File: src/rtl/gate_test_pkg.sv
// Shared types and helpers for 2-input gate self-test: golden function codes,
// BIST sequencer states and the vector count.
package gate_test_pkg;

  localparam int unsigned NUM_VECTORS = 4;

  typedef enum logic [2:0] {
    FUNC_NOR  = 3'd0,
    FUNC_NAND = 3'd1,
    FUNC_AND  = 3'd2,
    FUNC_OR   = 3'd3,
    FUNC_XOR  = 3'd4,
    FUNC_XNOR = 3'd5
  } gate_func_e;

  typedef enum logic [1:0] {
    ST_IDLE   = 2'd0,
    ST_SETTLE = 2'd1,
    ST_CHECK  = 2'd2,
    ST_DONE   = 2'd3
  } bist_state_e;

  // Codes 6 and 7 are reserved.
  function automatic logic is_valid_func(input logic [2:0] f);
    return f <= 3'(FUNC_XNOR);
  endfunction

endpackage

File: src/rtl/gate_golden.sv
// Golden reference for a 2-input gate selected by a function code.
module gate_golden
  import gate_test_pkg::*;
(
  input  logic [2:0] func,
  input  logic       a,
  input  logic       b,
  output logic       y_exp
);

  always_comb begin
    y_exp = 1'b0;
    case (func)
      FUNC_NOR:  y_exp = ~(a | b);
      FUNC_NAND: y_exp = ~(a & b);
      FUNC_AND:  y_exp = a & b;
      FUNC_OR:   y_exp = a | b;
      FUNC_XOR:  y_exp = a ^ b;
      FUNC_XNOR: y_exp = ~(a ^ b);
      default:   y_exp = 1'b0;
    endcase
  end

endmodule

File: src/rtl/gate_bist_ctrl.sv
// BIST sequencer: sweeps a 2-input gate through all input vectors, checks y
// against a golden function after a settle window, and reports pass/fail.
module gate_bist_ctrl
  import gate_test_pkg::*;
#(
  parameter  int unsigned SETTLE_CYCLES = 2,
  parameter  int unsigned NUM_PASSES    = 1,
  localparam int unsigned ERR_W         = $clog2(4 * NUM_PASSES + 1)
) (
  input  logic             clk,
  input  logic             rst,
  input  logic             start,
  input  logic             abort,
  input  logic [2:0]       func,
  input  logic             y,
  output logic             a,
  output logic             b,
  output logic             busy,
  output logic             done,
  output logic             pass,
  output logic [ERR_W-1:0] err_cnt,
  output logic [3:0]       fail_vec,
  output logic             cfg_err
);

  localparam int unsigned CNT_W  = $clog2(SETTLE_CYCLES + 1);
  localparam int unsigned PASS_W = (NUM_PASSES > 1) ? $clog2(NUM_PASSES) : 1;
  localparam logic [ERR_W-1:0] ERR_MAX = '1;

  bist_state_e       state;
  logic [2:0]        func_q;
  logic [CNT_W-1:0]  cnt;
  logic [PASS_W-1:0] pass_idx;
  logic [1:0]        vec;
  logic              y_exp;
  logic              mismatch;
  logic              last_vec;
  logic [ERR_W-1:0]  err_upd;

  gate_golden u_golden (
    .func  (func_q),
    .a     (a),
    .b     (b),
    .y_exp (y_exp)
  );

  assign vec      = {a, b};
  assign mismatch = (y != y_exp);
  assign last_vec = (vec == 2'(NUM_VECTORS - 1)) &&
                    (pass_idx == PASS_W'(NUM_PASSES - 1));

  // Saturating error count including the current check result.
  always_comb begin
    err_upd = err_cnt;
    if (mismatch && (err_cnt != ERR_MAX)) err_upd = err_cnt + ERR_W'(1);
  end

  always_ff @(posedge clk) begin
    if (rst) begin
      state    <= ST_IDLE;
      func_q   <= '0;
      cnt      <= '0;
      pass_idx <= '0;
      a        <= 1'b0;
      b        <= 1'b0;
      busy     <= 1'b0;
      done     <= 1'b0;
      pass     <= 1'b0;
      err_cnt  <= '0;
      fail_vec <= '0;
      cfg_err  <= 1'b0;
    end else begin
      done    <= 1'b0;
      cfg_err <= 1'b0;
      case (state)
        ST_IDLE: begin
          a <= 1'b0;
          b <= 1'b0;
          if (start) begin
            if (is_valid_func(func)) begin
              func_q   <= func;
              err_cnt  <= '0;
              fail_vec <= '0;
              pass     <= 1'b0;
              cnt      <= CNT_W'(SETTLE_CYCLES);
              pass_idx <= '0;
              busy     <= 1'b1;
              state    <= ST_SETTLE;
            end else begin
              cfg_err <= 1'b1;
            end
          end
        end
        ST_SETTLE: begin
          cnt <= cnt - CNT_W'(1);
          if (abort) begin
            state <= ST_IDLE;
            a     <= 1'b0;
            b     <= 1'b0;
            busy  <= 1'b0;
            pass  <= 1'b0;
          end else if (cnt == CNT_W'(1)) begin
            state <= ST_CHECK;
          end
        end
        ST_CHECK: begin
          // Abort wins over the check: partial results stay as they were.
          if (abort) begin
            state <= ST_IDLE;
            a     <= 1'b0;
            b     <= 1'b0;
            busy  <= 1'b0;
            pass  <= 1'b0;
          end else begin
            if (mismatch) fail_vec[vec] <= 1'b1;
            err_cnt <= err_upd;
            if (last_vec) begin
              state <= ST_DONE;
              done  <= 1'b1;
              pass  <= (err_upd == '0);
              busy  <= 1'b0;
              a     <= 1'b0;
              b     <= 1'b0;
            end else begin
              {a, b} <= vec + 2'd1;
              if (vec == 2'(NUM_VECTORS - 1)) pass_idx <= pass_idx + PASS_W'(1);
              cnt   <= CNT_W'(SETTLE_CYCLES);
              state <= ST_SETTLE;
            end
          end
        end
        ST_DONE: begin
          state <= ST_IDLE;
        end
        default: state <= ST_IDLE;
      endcase
    end
  end

endmodule

File: config.mk
export PLATFORM = sky130hd
export DESIGN_NAME = gate_bist_ctrl
export DESIGN_NICKNAME = d
export VERILOG_FILES = /design/src/rtl/gate_test_pkg.sv /design/src/rtl/gate_golden.sv /design/src/rtl/gate_bist_ctrl.sv
export SDC_FILE = /design/constraint.sdc
export NUM_CORES = 1
export LEC_CHECK = 0
export ABC_AREA = 1
export BUFFER_PORTS_ARGS = -buffer_cell sky130_fd_sc_hd__clkbuf_2
export CAP_MARGIN = 20
export CORE_UTILIZATION = 58
export CTS_CLUSTER_DIAMETER = 50
export DETAILED_ROUTE_END_ITERATION = 10
export PLACE_DENSITY = 0.82
export SYNTH_ARGS = -nofsm -noshare
export SYNTH_HDL_FRONTEND = slang
export SYNTH_SLANG_ARGS = --single-unit
File: constraint.sdc
create_clock -name clk -period 2.8 [get_ports clk]
set_clock_uncertainty 0.1 [all_clocks]
set_input_delay 0.56 -clock clk [delete_from_list [all_inputs] [get_ports clk]]
set_output_delay 0.56 -clock clk [all_outputs]
set_load 0.1 [all_outputs]
==> flow_metrics.env <==
export IMPL_cts_clk_slew_worst_paths_ps=130
export IMPL_fmax_mhz=499
export IMPL_post_cts_buffers=0
export IMPL_die_h_um=47.3
export IMPL_internal_power_w=0.000429
export IMPL_end_kind="register"
export IMPL_ys_flop_type="dfxtp_1"
export IMPL_drt_wl_total_mm=2.42
export IMPL_io_buffers=20
export IMPL_worst_setup_path_type="reg2reg"
export IMPL_min_period_ps=2000
export IMPL_path_buf_inv=2
export IMPL_vias=1112
export IMPL_hpwl_mm=1.94
export IMPL_avgSynthCellArea_sq_um=7.34
export IMPL_cpMostUsedCell="nand2_1"
export IMPL_drt_first_pass_iters=4
export IMPL_yosys_area_top_type_share_pct=35.4
export IMPL_cp_arrival_ps=2160
export IMPL_hold_violations=0
export IMPL_grt_usage_pct=24.5
export IMPL_n_antenna_cell=0
export IMPL_slew_viol_final=0
export IMPL_maxSlewHeadroom_pct=64.1
export IMPL_rsz0062_at_grt="no"
export IMPL_cpMaxStageDelayCell="dfxtp_1"
export IMPL_io_pins=21
export IMPL_p_comb_share_pct=30.1
export IMPL_insertion_delay_ps=310
export IMPL_tns_ps=0
export IMPL_grt_pass1_vias=945
export IMPL_setup_viol=0
export IMPL_power_share_switching_pct=38.1
export IMPL_p_clk_share_pct=22.2
export IMPL_drv_cap=0
export IMPL_outcome="completed"
export IMPL_p_sw_w=0.000264
export IMPL_seq_power_share_pct=47.7
export IMPL_max_slew_worst_pin_slew_ps=541
export IMPL_crit_path_max_incr_delay_ps=440
export IMPL_drive_gt1_share_pct=24.3
export IMPL_synth_fp_nets=181
export IMPL_area_growth_syn_to_layout_pct=13.3
export IMPL_initial_core_util_pct=61.2
export IMPL_cp_depth=13
export IMPL_grt_max_degree=13
export IMPL_h_tree_depth=1
export IMPL_synth_edf_count=0
export IMPL_cts_buffers=3
export IMPL_clock_root_buffer="clkbuf_4"
export IMPL_hp_class="reg2reg"
export IMPL_yosysTopAreaCell="dfxtp_1"
export IMPL_vdd_drop_max_mv=0.378
export IMPL_pwr_density_cell_nw_per_um2=514
export IMPL_hold_ws_ps=358
export IMPL_drt_iter0_markers=23
export IMPL_fin_nets=205
export IMPL_netlist_top_cells_area="dfxtp_1, ha_1, inv_1"
export IMPL_wire_per_inst_um=11.4
export IMPL_power_leakage_nw=0.637
export IMPL_critical_path_top_delay_family="simple AND/OR/NAND/NOR gates"
export IMPL_antenna_found_initial=0
export IMPL_ys_ff_latch=21
export IMPL_cts_sinks=21
export IMPL_synth_cell_types=24
export IMPL_crit_chain="inv_1 -> ha_1 -> inv_1 -> nand2_1 -> nand3_1 -> nand2_2 -> o21ai_1 -> nand2_2 -> nand3_1 -> nand2_1 -> nor2_1 -> nand2_1 -> a21oi_2"
export IMPL_hold_depth=2
export IMPL_final_cell_mix="inv_1, nand2_1, dfxtp_1, clkbuf_2, a21oi_1"
export IMPL_tritoncts="built"
export IMPL_postSynthCellCount=162
export IMPL_reg2reg_depth=13
export IMPL_rows=16
export IMPL_synthesis_area_sq_um=1190
export IMPL_ant_nets=0
export IMPL_yosysSeqAreaShare_pct=35.4
export IMPL_postSynth_asyncResetShare_pct=0
export IMPL_cts_resized=0
export IMPL_die_area_sq_um=2230
export IMPL_p_total_w=0.000693
export IMPL_die_w_um=47.3
export IMPL_overflow=0
export IMPL_crit_path_start_kind="register"
export IMPL_post_route_drc_count=0
export IMPL_grt_pass1_wl_mm=3.82
export IMPL_vias_per_cell=5.25
export IMPL_crit_required_ps=2960
export IMPL_gp_congestion=0.840
export IMPL_yosys_warnings=0
export IMPL_postCtsHoldBufs=0
export IMPL_core_sq_um=1940
export IMPL_period_share_pct=71.5
export IMPL_path_max_fanout=5
export IMPL_clk_path_buf_depth=2
==> metrics by stage <==
stage	instances	area (sq um)	util (%)	setup WS [ps]
CTS	212	1350	69.3	796
finish	212	1350	69.3	797
global route	212	1350	69.3	604
global placement	208	1320	67.9	944
floorplan	162	1190	-	286
detailed placement	208	1320	67.9	861
==> flip-flops by register name, summed over array words and instances, names as in the netlist <==
register,count
b,1
cnt,2
pass,1
a,1
cfg_err,1
state,2
fail_vec,4
pass_idx,1
done,1
func_q,3
err_cnt,3
busy,1
==> layer usage <==
metal / wire length, um / vias to the layer above / part of all wire [%] / global-route usage [%]
li1: - / 573 / - / -
met1: 1030 / 503 / 43 / 28.5
met2: 1230 / 29 / 51 / 43.8
met3: 108 / 7 / 4.5 / 3.85
met4: 46 / 0 / 1.9 / 10.3
met5: 0 / - / 0 / 0
==> worst register-to-register path, cell delays in order (launching register included) <==
cell	delay, ps
dfxtp_1	440
inv_1	100
ha_1	340
inv_1	60
nand2_1	50
nand3_1	90
nand2_2	70
o21ai_1	150
nand2_2	100
nand3_1	80
nand2_1	70
nor2_1	100
nand2_1	70
a21oi_2	110
==> synthesized netlist by cell type (2+ instances only) <==
library cell / instances
nor3_1: 2
nor2_2: 3
nand3_1: 14
inv_2: 6
dfxtp_1: 21
nand3_2: 2
ha_1: 11
o21ai_1: 5
nand2_2: 6
nor2_1: 10
a31oi_1: 2
a21oi_1: 16
a211oi_1: 2
a21oi_2: 2
inv_1: 24
o21ai_0: 5
nand2_1: 24
==> layout make-up <==
class                      instances  area [sq um]
clock buffer                       3          22.5
clock inverter                     1          5.00
fill                             172           596
inverter                          30           113
multi-input combinational        110           652
sequential                        21           420
tap                               27          33.8
timing repair buffer              20           100
==> kinds of logic after synthesis <==
family / synth area share, %
and+or+nand+nor: 24.4
buffers and inverters: 9.79
AOI/OAI and AO/OA: 18.8
DFF: 35.4
adders and majority gates: 11.6
==> power by group through the flow <==
stage,clock network (W),logic [W],registers [W]
after floorplan,0,0.000128,0.000377
after global placement,0,0.000202,0.000336
after detailed placement,0,0.000208,0.000337
after CTS,0.000152,0.000209,0.000330
after global routing,0.000166,0.000234,0.000335
final,0.000153,0.000209,0.000330
==> worst paths after layout <==
path | start | end | slack, ps
setup / recovery | a | pass | 800
hold / removal | fail_vec[1] | fail_vec[1] | 360
setup reg to reg | a | pass | 800
hold reg to reg | fail_vec[1] | fail_vec[1] | 360
(Power assumes the default switching activity.)
